===== config.mk =====
export PLATFORM = sky130hd
export DESIGN_NAME = dc_motor_pwm_ctrl_flat
export DESIGN_NICKNAME = d
export VERILOG_FILES = /design/src/rtl/dc_motor_pwm_ctrl_pkg.sv /design/src/rtl/dc_motor_pwm_ctrl_if.sv /design/src/rtl/dc_motor_pwm_ctrl_chan.sv /design/src/rtl/dc_motor_pwm_ctrl.sv /design/src/flat_wrapper.sv
export SDC_FILE = /design/constraint.sdc
export NUM_CORES = 1
export LEC_CHECK = 0
export CAP_MARGIN = 20
export CORE_ASPECT_RATIO = 1.25
export CORE_MARGIN = 5
export CORE_UTILIZATION = 55
export DETAILED_ROUTE_END_ITERATION = 8
export HOLD_SLACK_MARGIN = 0.1
export PLACE_DENSITY = 0.8
export SLEW_MARGIN = 5
export SYNTH_ARGS = -nofsm -noshare
export SYNTH_HDL_FRONTEND = slang
export SYNTH_SLANG_ARGS = --single-unit

===== constraint.sdc =====
create_clock -name clk -period 4 [get_ports clk]
set_input_delay 0.8 -clock clk [delete_from_list [all_inputs] [get_ports clk]]
set_output_delay 0.8 -clock clk [all_outputs]
set_load 0.02 [all_outputs]

===== src/rtl/dc_motor_pwm_ctrl_pkg.sv =====
// Shared types and default constants for the multi-channel H-bridge PWM controller.
package dc_motor_pkg;

  typedef enum logic [1:0] {
    ST_RUN   = 2'd0,
    ST_DECEL = 2'd1,
    ST_DEAD  = 2'd2,
    ST_BRAKE = 2'd3
  } chan_state_e;

  localparam logic DIR_FWD = 1'b0;
  localparam logic DIR_REV = 1'b1;

  localparam int DEF_CH        = 2;
  localparam int DEF_CNT_W     = 12;
  localparam int DEF_PRESC_DIV = 256;
  localparam int DEF_PERIOD    = 4000;
  localparam int DEF_RAMP_STEP = 16;
  localparam int DEF_DEAD      = 8;

endpackage


===== src/rtl/dc_motor_pwm_ctrl_if.sv =====
// Front-end / driver-pin bundle of the motor controller.
// master = register front end, slave = the controller itself.
interface dc_motor_pwm_ctrl_if #(
  parameter int CH    = 2,
  parameter int CNT_W = 12
);
  logic                en;
  logic [CH*CNT_W-1:0] duty_tgt;
  logic [CH-1:0]       dir_tgt;
  logic [CH-1:0]       brake;
  logic [CH-1:0]       hb_a;
  logic [CH-1:0]       hb_b;
  logic [CH*CNT_W-1:0] duty_cur;
  logic [CH-1:0]       busy;
  logic                prd_start;

  modport master (
    output en, duty_tgt, dir_tgt, brake,
    input  hb_a, hb_b, duty_cur, busy, prd_start
  );

  modport slave (
    input  en, duty_tgt, dir_tgt, brake,
    output hb_a, hb_b, duty_cur, busy, prd_start
  );
endinterface


===== src/rtl/dc_motor_pwm_ctrl_chan.sv =====
// One motor channel: duty ramp, direction/brake FSM, dead-time counter and PWM compare.
module dc_motor_pwm_chan
  import dc_motor_pkg::*;
#(
  parameter int CNT_W     = DEF_CNT_W,
  parameter int PERIOD    = DEF_PERIOD,
  parameter int RAMP_STEP = DEF_RAMP_STEP,
  parameter int DEAD      = DEF_DEAD
) (
  input  logic             clk,
  input  logic             rst,
  input  logic             en_i,
  input  logic             tick_i,
  input  logic             prd_start_i,
  input  logic [CNT_W-1:0] pcnt_i,
  input  logic [CNT_W-1:0] duty_tgt_i,
  input  logic             dir_tgt_i,
  input  logic             brake_i,
  output logic             hb_a_o,
  output logic             hb_b_o,
  output logic             busy_o,
  output logic [CNT_W-1:0] duty_o
);

  localparam int              EW        = CNT_W + 1;
  localparam logic [CNT_W:0]  PERIOD_X  = EW'(PERIOD);
  localparam logic [CNT_W:0]  RAMP_X    = EW'(RAMP_STEP);
  localparam logic [CNT_W-1:0] DEAD_LAST = CNT_W'(DEAD - 1);

  chan_state_e      state_q;
  logic [CNT_W-1:0] duty_q;
  logic [CNT_W-1:0] deadCnt_q;
  logic             dir_q;
  logic             hbA_q;
  logic             hbB_q;

  logic [CNT_W:0]   eff_d;
  logic [CNT_W:0]   cur_d;
  logic [CNT_W:0]   ramp_d;
  logic [CNT_W-1:0] duty_d;
  logic             pwm;

  // Next ramped duty toward the clamped target (zero while decelerating), one extra bit so nothing wraps.
  always_comb begin
    cur_d = {1'b0, duty_q};
    if (state_q == ST_DECEL)
      eff_d = '0;
    else if ({1'b0, duty_tgt_i} >= PERIOD_X)
      eff_d = PERIOD_X;
    else
      eff_d = {1'b0, duty_tgt_i};

    if (eff_d > cur_d)
      ramp_d = ((eff_d - cur_d) <= RAMP_X) ? eff_d : (cur_d + RAMP_X);
    else
      ramp_d = ((cur_d - eff_d) <= RAMP_X) ? eff_d : (cur_d - RAMP_X);

    duty_d = ramp_d[CNT_W] ? '1 : ramp_d[CNT_W-1:0];
    pwm    = (pcnt_i < duty_q);
  end

  // Channel FSM with registered bridge outputs; enable-low and brake take precedence over the state.
  always_ff @(posedge clk or posedge rst) begin
    if (rst) begin
      state_q   <= ST_RUN;
      duty_q    <= '0;
      deadCnt_q <= '0;
      dir_q     <= DIR_FWD;
      hbA_q     <= 1'b0;
      hbB_q     <= 1'b0;
    end else if (!en_i) begin
      state_q   <= ST_RUN;
      duty_q    <= '0;
      deadCnt_q <= '0;
      dir_q     <= dir_tgt_i;
      hbA_q     <= 1'b0;
      hbB_q     <= 1'b0;
    end else if (brake_i) begin
      state_q   <= ST_BRAKE;
      duty_q    <= '0;
      deadCnt_q <= '0;
      hbA_q     <= 1'b1;
      hbB_q     <= 1'b1;
    end else begin
      hbA_q <= (dir_q == DIR_FWD) && pwm;
      hbB_q <= (dir_q == DIR_REV) && pwm;
      unique case (state_q)
        ST_RUN: begin
          if (prd_start_i) duty_q <= duty_d;
          if (dir_tgt_i != dir_q) state_q <= ST_DECEL;
        end
        ST_DECEL: begin
          if (prd_start_i) begin
            if (duty_q == '0) begin
              state_q   <= ST_DEAD;
              deadCnt_q <= '0;
            end else begin
              duty_q <= duty_d;
            end
          end
        end
        ST_DEAD: begin
          hbA_q <= 1'b0;
          hbB_q <= 1'b0;
          if (tick_i) begin
            if (deadCnt_q == DEAD_LAST) begin
              state_q   <= ST_RUN;
              dir_q     <= dir_tgt_i;
              duty_q    <= '0;
              deadCnt_q <= '0;
            end else begin
              deadCnt_q <= deadCnt_q + CNT_W'(1);
            end
          end
        end
        ST_BRAKE: begin
          state_q <= ST_RUN;
          duty_q  <= '0;
          dir_q   <= dir_tgt_i;
          hbA_q   <= 1'b0;
          hbB_q   <= 1'b0;
        end
        default: state_q <= ST_RUN;
      endcase
    end
  end

  assign hb_a_o = hbA_q;
  assign hb_b_o = hbB_q;
  assign duty_o = duty_q;
  assign busy_o = (state_q == ST_DECEL) || (state_q == ST_DEAD);

endmodule


===== src/rtl/dc_motor_pwm_ctrl.sv =====
// Multi-channel H-bridge PWM controller: shared prescaler and period counter feeding CH channels.
module dc_motor_pwm_ctrl
  import dc_motor_pkg::*;
#(
  parameter int CH        = DEF_CH,
  parameter int CNT_W     = DEF_CNT_W,
  parameter int PRESC_DIV = DEF_PRESC_DIV,
  parameter int PERIOD    = DEF_PERIOD,
  parameter int RAMP_STEP = DEF_RAMP_STEP,
  parameter int DEAD      = DEF_DEAD
) (
  input logic                 clk,
  input logic                 rst,
  dc_motor_pwm_ctrl_if.slave  bus
);

  localparam int               PW         = $clog2(PRESC_DIV);
  localparam logic [PW-1:0]    PRESC_LAST = PW'(PRESC_DIV - 1);
  localparam logic [CNT_W-1:0] PCNT_LAST  = CNT_W'(PERIOD - 1);

  logic [PW-1:0]       presc_q;
  logic [CNT_W-1:0]    pcnt_q;
  logic                first_q;
  logic                prdStart_q;
  logic                tick;
  logic                prdStart_d;
  logic [CH-1:0]       hbA;
  logic [CH-1:0]       hbB;
  logic [CH-1:0]       busy;
  logic [CH*CNT_W-1:0] dutyCur;

  assign tick       = bus.en && (presc_q == PRESC_LAST);
  assign prdStart_d = tick && (first_q || (pcnt_q == PCNT_LAST));

  // Prescaler: free-running divide-by-PRESC_DIV while enabled, parked at zero otherwise.
  always_ff @(posedge clk or posedge rst) begin
    if (rst)
      presc_q <= '0;
    else if (!bus.en || tick)
      presc_q <= '0;
    else
      presc_q <= presc_q + PW'(1);
  end

  // Period counter; the first tick after enable restarts the period at zero so every channel sees a clean start.
  always_ff @(posedge clk or posedge rst) begin
    if (rst) begin
      pcnt_q     <= '0;
      first_q    <= 1'b1;
      prdStart_q <= 1'b0;
    end else if (!bus.en) begin
      pcnt_q     <= '0;
      first_q    <= 1'b1;
      prdStart_q <= 1'b0;
    end else begin
      prdStart_q <= prdStart_d;
      if (tick) begin
        first_q <= 1'b0;
        if (first_q || (pcnt_q == PCNT_LAST))
          pcnt_q <= '0;
        else
          pcnt_q <= pcnt_q + CNT_W'(1);
      end
    end
  end

  for (genvar i = 0; i < CH; i++) begin : g_chan
    dc_motor_pwm_chan #(
      .CNT_W     (CNT_W),
      .PERIOD    (PERIOD),
      .RAMP_STEP (RAMP_STEP),
      .DEAD      (DEAD)
    ) u_chan (
      .clk         (clk),
      .rst         (rst),
      .en_i        (bus.en),
      .tick_i      (tick),
      .prd_start_i (prdStart_d),
      .pcnt_i      (pcnt_q),
      .duty_tgt_i  (bus.duty_tgt[i*CNT_W +: CNT_W]),
      .dir_tgt_i   (bus.dir_tgt[i]),
      .brake_i     (bus.brake[i]),
      .hb_a_o      (hbA[i]),
      .hb_b_o      (hbB[i]),
      .busy_o      (busy[i]),
      .duty_o      (dutyCur[i*CNT_W +: CNT_W])
    );
  end

  assign bus.hb_a      = hbA;
  assign bus.hb_b      = hbB;
  assign bus.busy      = busy;
  assign bus.duty_cur  = dutyCur;
  assign bus.prd_start = prdStart_q;

endmodule


===== src/flat_wrapper.sv =====
// flat-port wrapper written by rule: the top's interface ports become plain ports
module dc_motor_pwm_ctrl_flat import dc_motor_pkg::*;
#(
  parameter int CH        = DEF_CH,
  parameter int CNT_W     = DEF_CNT_W,
  parameter int PRESC_DIV = DEF_PRESC_DIV,
  parameter int PERIOD    = DEF_PERIOD,
  parameter int RAMP_STEP = DEF_RAMP_STEP,
  parameter int DEAD      = DEF_DEAD
)
  (clk, rst, bus_en, bus_duty_tgt, bus_dir_tgt, bus_brake, bus_hb_a, bus_hb_b, bus_duty_cur, bus_busy, bus_prd_start);
  dc_motor_pwm_ctrl_if #(.CH(CH), .CNT_W(CNT_W)) bus_i ();
  input logic clk;
  input logic rst;
  input wire logic [$bits(bus_i.en)-1:0] bus_en;
  input wire logic [$bits(bus_i.duty_tgt)-1:0] bus_duty_tgt;
  input wire logic [$bits(bus_i.dir_tgt)-1:0] bus_dir_tgt;
  input wire logic [$bits(bus_i.brake)-1:0] bus_brake;
  output wire logic [$bits(bus_i.hb_a)-1:0] bus_hb_a;
  output wire logic [$bits(bus_i.hb_b)-1:0] bus_hb_b;
  output wire logic [$bits(bus_i.duty_cur)-1:0] bus_duty_cur;
  output wire logic [$bits(bus_i.busy)-1:0] bus_busy;
  output wire logic [$bits(bus_i.prd_start)-1:0] bus_prd_start;
  assign bus_i.en = bus_en;
  assign bus_i.duty_tgt = bus_duty_tgt;
  assign bus_i.dir_tgt = bus_dir_tgt;
  assign bus_i.brake = bus_brake;
  assign bus_hb_a = bus_i.hb_a;
  assign bus_hb_b = bus_i.hb_b;
  assign bus_duty_cur = bus_i.duty_cur;
  assign bus_busy = bus_i.busy;
  assign bus_prd_start = bus_i.prd_start;
  dc_motor_pwm_ctrl #(.CH(CH), .CNT_W(CNT_W), .PRESC_DIV(PRESC_DIV), .PERIOD(PERIOD), .RAMP_STEP(RAMP_STEP), .DEAD(DEAD)) u_core (.clk(clk), .rst(rst), .bus(bus_i));
endmodule

==> results.py <==
metrics = {
    "status": {
        "outcome": "finished with violations",
        "violations": "negative setup slack",
    },
    "place": {
        "place_area_um2": 10700,
        "dp_hpwl_um": 20700,
        "portBuffers": 61,
        "gp_congestion": 0.976,
    },
    "worst_hold_path": {
        "hold_depth": 2,
        "hold_path_class": "flop to flop",
    },
    "routing": {
        "dr.pass1.iters": 6,
        "drc": 0,
        "wl_um": 30300,
        "first_iter_violations": 1038,
        "viasPerCell": 6.42,
        "via_count": 9938,
        "routedWlPerCell_um": 19.6,
        "final_antenna_net_count": 0,
    },
    "setup_path": {
        "end_kind": "flop",
        "crit_fanout": 4,
        "critPathLaunchType": "input pin",
        "r2r_cells": 17,
        "cp.required_ns": 4.20,
        "criticalPathCategory": "input pin to flop",
        "arrival_ns": 4.21,
    },
    "power": {
        "powerDensity_nw_per_um2": 857,
        "leakage_nw": 5.34,
        "vdd_drop_max_v": 0.000783,
        "total_power_mw": 10.3,
    },
    "timing": {
        "min_period_ns": 4.01,
        "final.setup_skew_ns": 0.0134,
        "rsz0062_at_grt": "true",
        "period_share": 1.00,
        "setup_viol": 1,
        "slew_violations": 0,
        "relSlewSlack": 0.197,
        "worst_slack_ns": -0.0111,
        "hold_viol_final": 0,
        "fmax_mhz": 249,
        "tightestPinTransition_ns": 1.20,
        "hold-worst-slack_ns": 0.471,
    },
    "synthesis": {
        "synth_xor_xnor_area_share": 0.0499,
        "postSynthAreaPerCell_um2": 7.88,
        "muxShareOfSynthArea": 0.0167,
        "synth_top_family_by_area": "compound AO/OA/AOI/OAI gates",
        "ys.flop_type": "dfrtp_1",
        "synth_warnings": 0,
        "yosys.area_share.simple": 0.241,
        "synth_compound_area_frac": 0.261,
        "synth-seq-area-share": 0.233,
        "synth_area_um2": 8590,
        "ys_ff_latch": 80,
        "synth-async-reset-ratio": 1.00,
        "synth_fa_ha_area_frac": 0.139,
        "synth.most_common_cell": "nand2_1",
        "synth_area_leaders": "dfrtp_1 (23%), ha_1 (13%), o21ai_0 (5.0%)",
        "synth_nets": 1215,
        "synth_top_area_frac": 0.230,
        "synth_cell_types": 94,
        "synth.largest_area_cell": "dfrtp_1",
        "synth_edf_count": 0,
        "synthCells": 1090,
        "ys_top_cells_by_count": "nand2_1 (100), ha_1 (92), o21ai_0 (86)",
    },
    "layout": {
        "final_core_util": 0.777,
        "drive_gt1_frac": 0.295,
        "syn2layout_area_growth_pct": 39.6,
        "fin_nets": 1456,
        "fin_area_um2": 12000,
        "antenna_cells": 0,
    },
    "clock_tree": {
        "cts_buffers": 9,
        "path_clk_slew_ns": 0.06,
        "htreeDepth": 3,
        "cts_tree": "built",
        "clock_path_buffers": 2,
        "cts_sinks": 80,
        "cts.root.buffer_cell": "clkbuf_16",
        "clock_latency_ns": 0.35,
        "cts-hold-fix-buffers": 0,
    },
    "grt": {
        "grt_pass1_wl_um": 46800,
        "grt_usage": 0.313,
        "antenna_found_initial": 0,
        "grt_start_max_net_pins": 44,
        "grt_pass1_vias": 9759,
        "grt_overflow_total": 0,
    },
    "floorplan": {
        "dieArea_um2": 18200,
        "core_um2": 15400,
        "initial_core_util": 0.557,
        "die_width_um": 122,
        "rows": 51,
        "fp.dieH_um": 150,
        "pin_count": 62,
    },
    "flow_run": {
        "drv_cap": 0,
    },
}
==> flip-flops by register name, indices dropped and copies added, names as in the netlist <==
signal	flops
u_core.first_q	1
u_core.g_chan.u_chan.hb_a_o	2
u_core.g_chan.u_chan.state_q	4
u_core.g_chan.u_chan.hb_b_o	2
u_core.g_chan.u_chan.deadCnt_q	24
u_core.g_chan.u_chan.dir_q	2
u_core.presc_q	8
u_core.g_chan.u_chan.duty_o	24
u_core.pcnt_q	12
u_core.bus.prd_start	1
==> worst paths after layout <==
| kind | startpoint | endpoint | slack, ns |
|---|---|---|---|
| worst max register to register | u_core.g_chan[1].u_chan.state_q[1] | u_core.g_chan[1].u_chan.duty_o[1] | 0.07 |
| min in group asynchronous | rst | u_core.presc_q[3] | 0.87 |
| worst min-delay path | u_core.first_q | u_core.first_q | 0.47 |
| worst max-delay path | bus_duty_tgt[12] | u_core.g_chan[1].u_chan.duty_o[1] | -0.01 |
| max in group asynchronous | rst | u_core.g_chan[1].u_chan.deadCnt_q[10] | 2.38 |
| worst min register to register | u_core.first_q | u_core.first_q | 0.47 |
==> worst max-delay path, stage by stage <==
cell and delay [ns]:
clkdlybuf4s50_1 0.49, nand2_4 0.12, ha_4 0.14, inv_2 0.04, fa_2 0.39, buf_6 0.14
xor2_2 0.17, a2111o_1 0.32, a221oi_2 0.30, nand3_1 0.19, or3_4 0.43, and3_4 0.21
o31ai_4 0.31, a22oi_1 0.15
==> metal layers <==
layer,track usage,part of all wire,wire length (um),vias up
met4,0.169,0.061,1840,0
met2,0.567,0.51,15400,581
met3,0.0408,0.065,1980,195
li1,-,-,-,4501
met1,0.353,0.37,11100,4661
met5,0,0,0,-
==> power breakdown <==
group / switching, mW / internal (mW)
Combinational: 4.34 / 3.89
Sequential: 0.235 / 0.942
Clock: 0.378 / 0.497
==> layout make-up <==
cell class	instances	area [um^2]
Timing Repair Buffer	275	2260
Multi-Input combinational cell	886	6860
Clock buffer	9	225
Inverter	79	303
Sequential cell	80	2000
Fill cell	1047	3450
Tap cell	212	265
Clock inverter	7	83.8
==> placed cells by master (no fill, tap or decap), types with 7 or more instances in the layout <==
master	netlist	final
a21o_1	21	21
a21oi_1	62	44
a21oi_2	2	14
a22oi_1	8	8
a31oi_1	8	7
and3_1	21	21
buf_4	10	199
buf_6	0	21
clkbuf_16	0	9
clkdlybuf4s50_1	0	47
dfrtp_1	79	79
ha_1	92	68
ha_4	0	20
inv_1	77	66
inv_2	1	9
mux2i_1	11	10
nand2_1	100	86
nand2_2	1	7
nand2_4	0	8
nand2b_1	24	24
nand3_1	56	54
nand4_1	20	20
nor2_1	85	80
nor3_1	25	20
nor4_1	11	9
o211ai_1	22	22
o21a_1	11	11
o21ai_0	86	78
o21ai_1	4	9
o31ai_1	10	9
or3_1	12	11
xnor2_1	30	26
xor2_1	19	18
==> logic make-up after synthesis <==
logic type	after synthesis
AOI/OAI and AO/OA	327
adders and majority gates	94
muxes	14
DFF	80
and+or+nand+nor	402
xor gates and xnor gates	49
buffers and inverters	124
==> what timing repair did <==
action                                  in CTS  in global routing
endpoints found under the setup margin      24                 24
setup buffers                               14                 11
resized for setup                          117                102
pin swaps                                   65                 46
==> metrics by stage <==
stage,setup WS (ns),instances,TNS (ns)
global placement,-0.715,1508,-14.79
global route,-0.129,1548,-1.34
CTS,-0.131,1537,-1.06
finish,-0.0111,1548,-0.0111
floorplan,0.0359,1090,0
detailed placement,-0.913,1508,-17.35
Power figures use the tool's default switching activity.
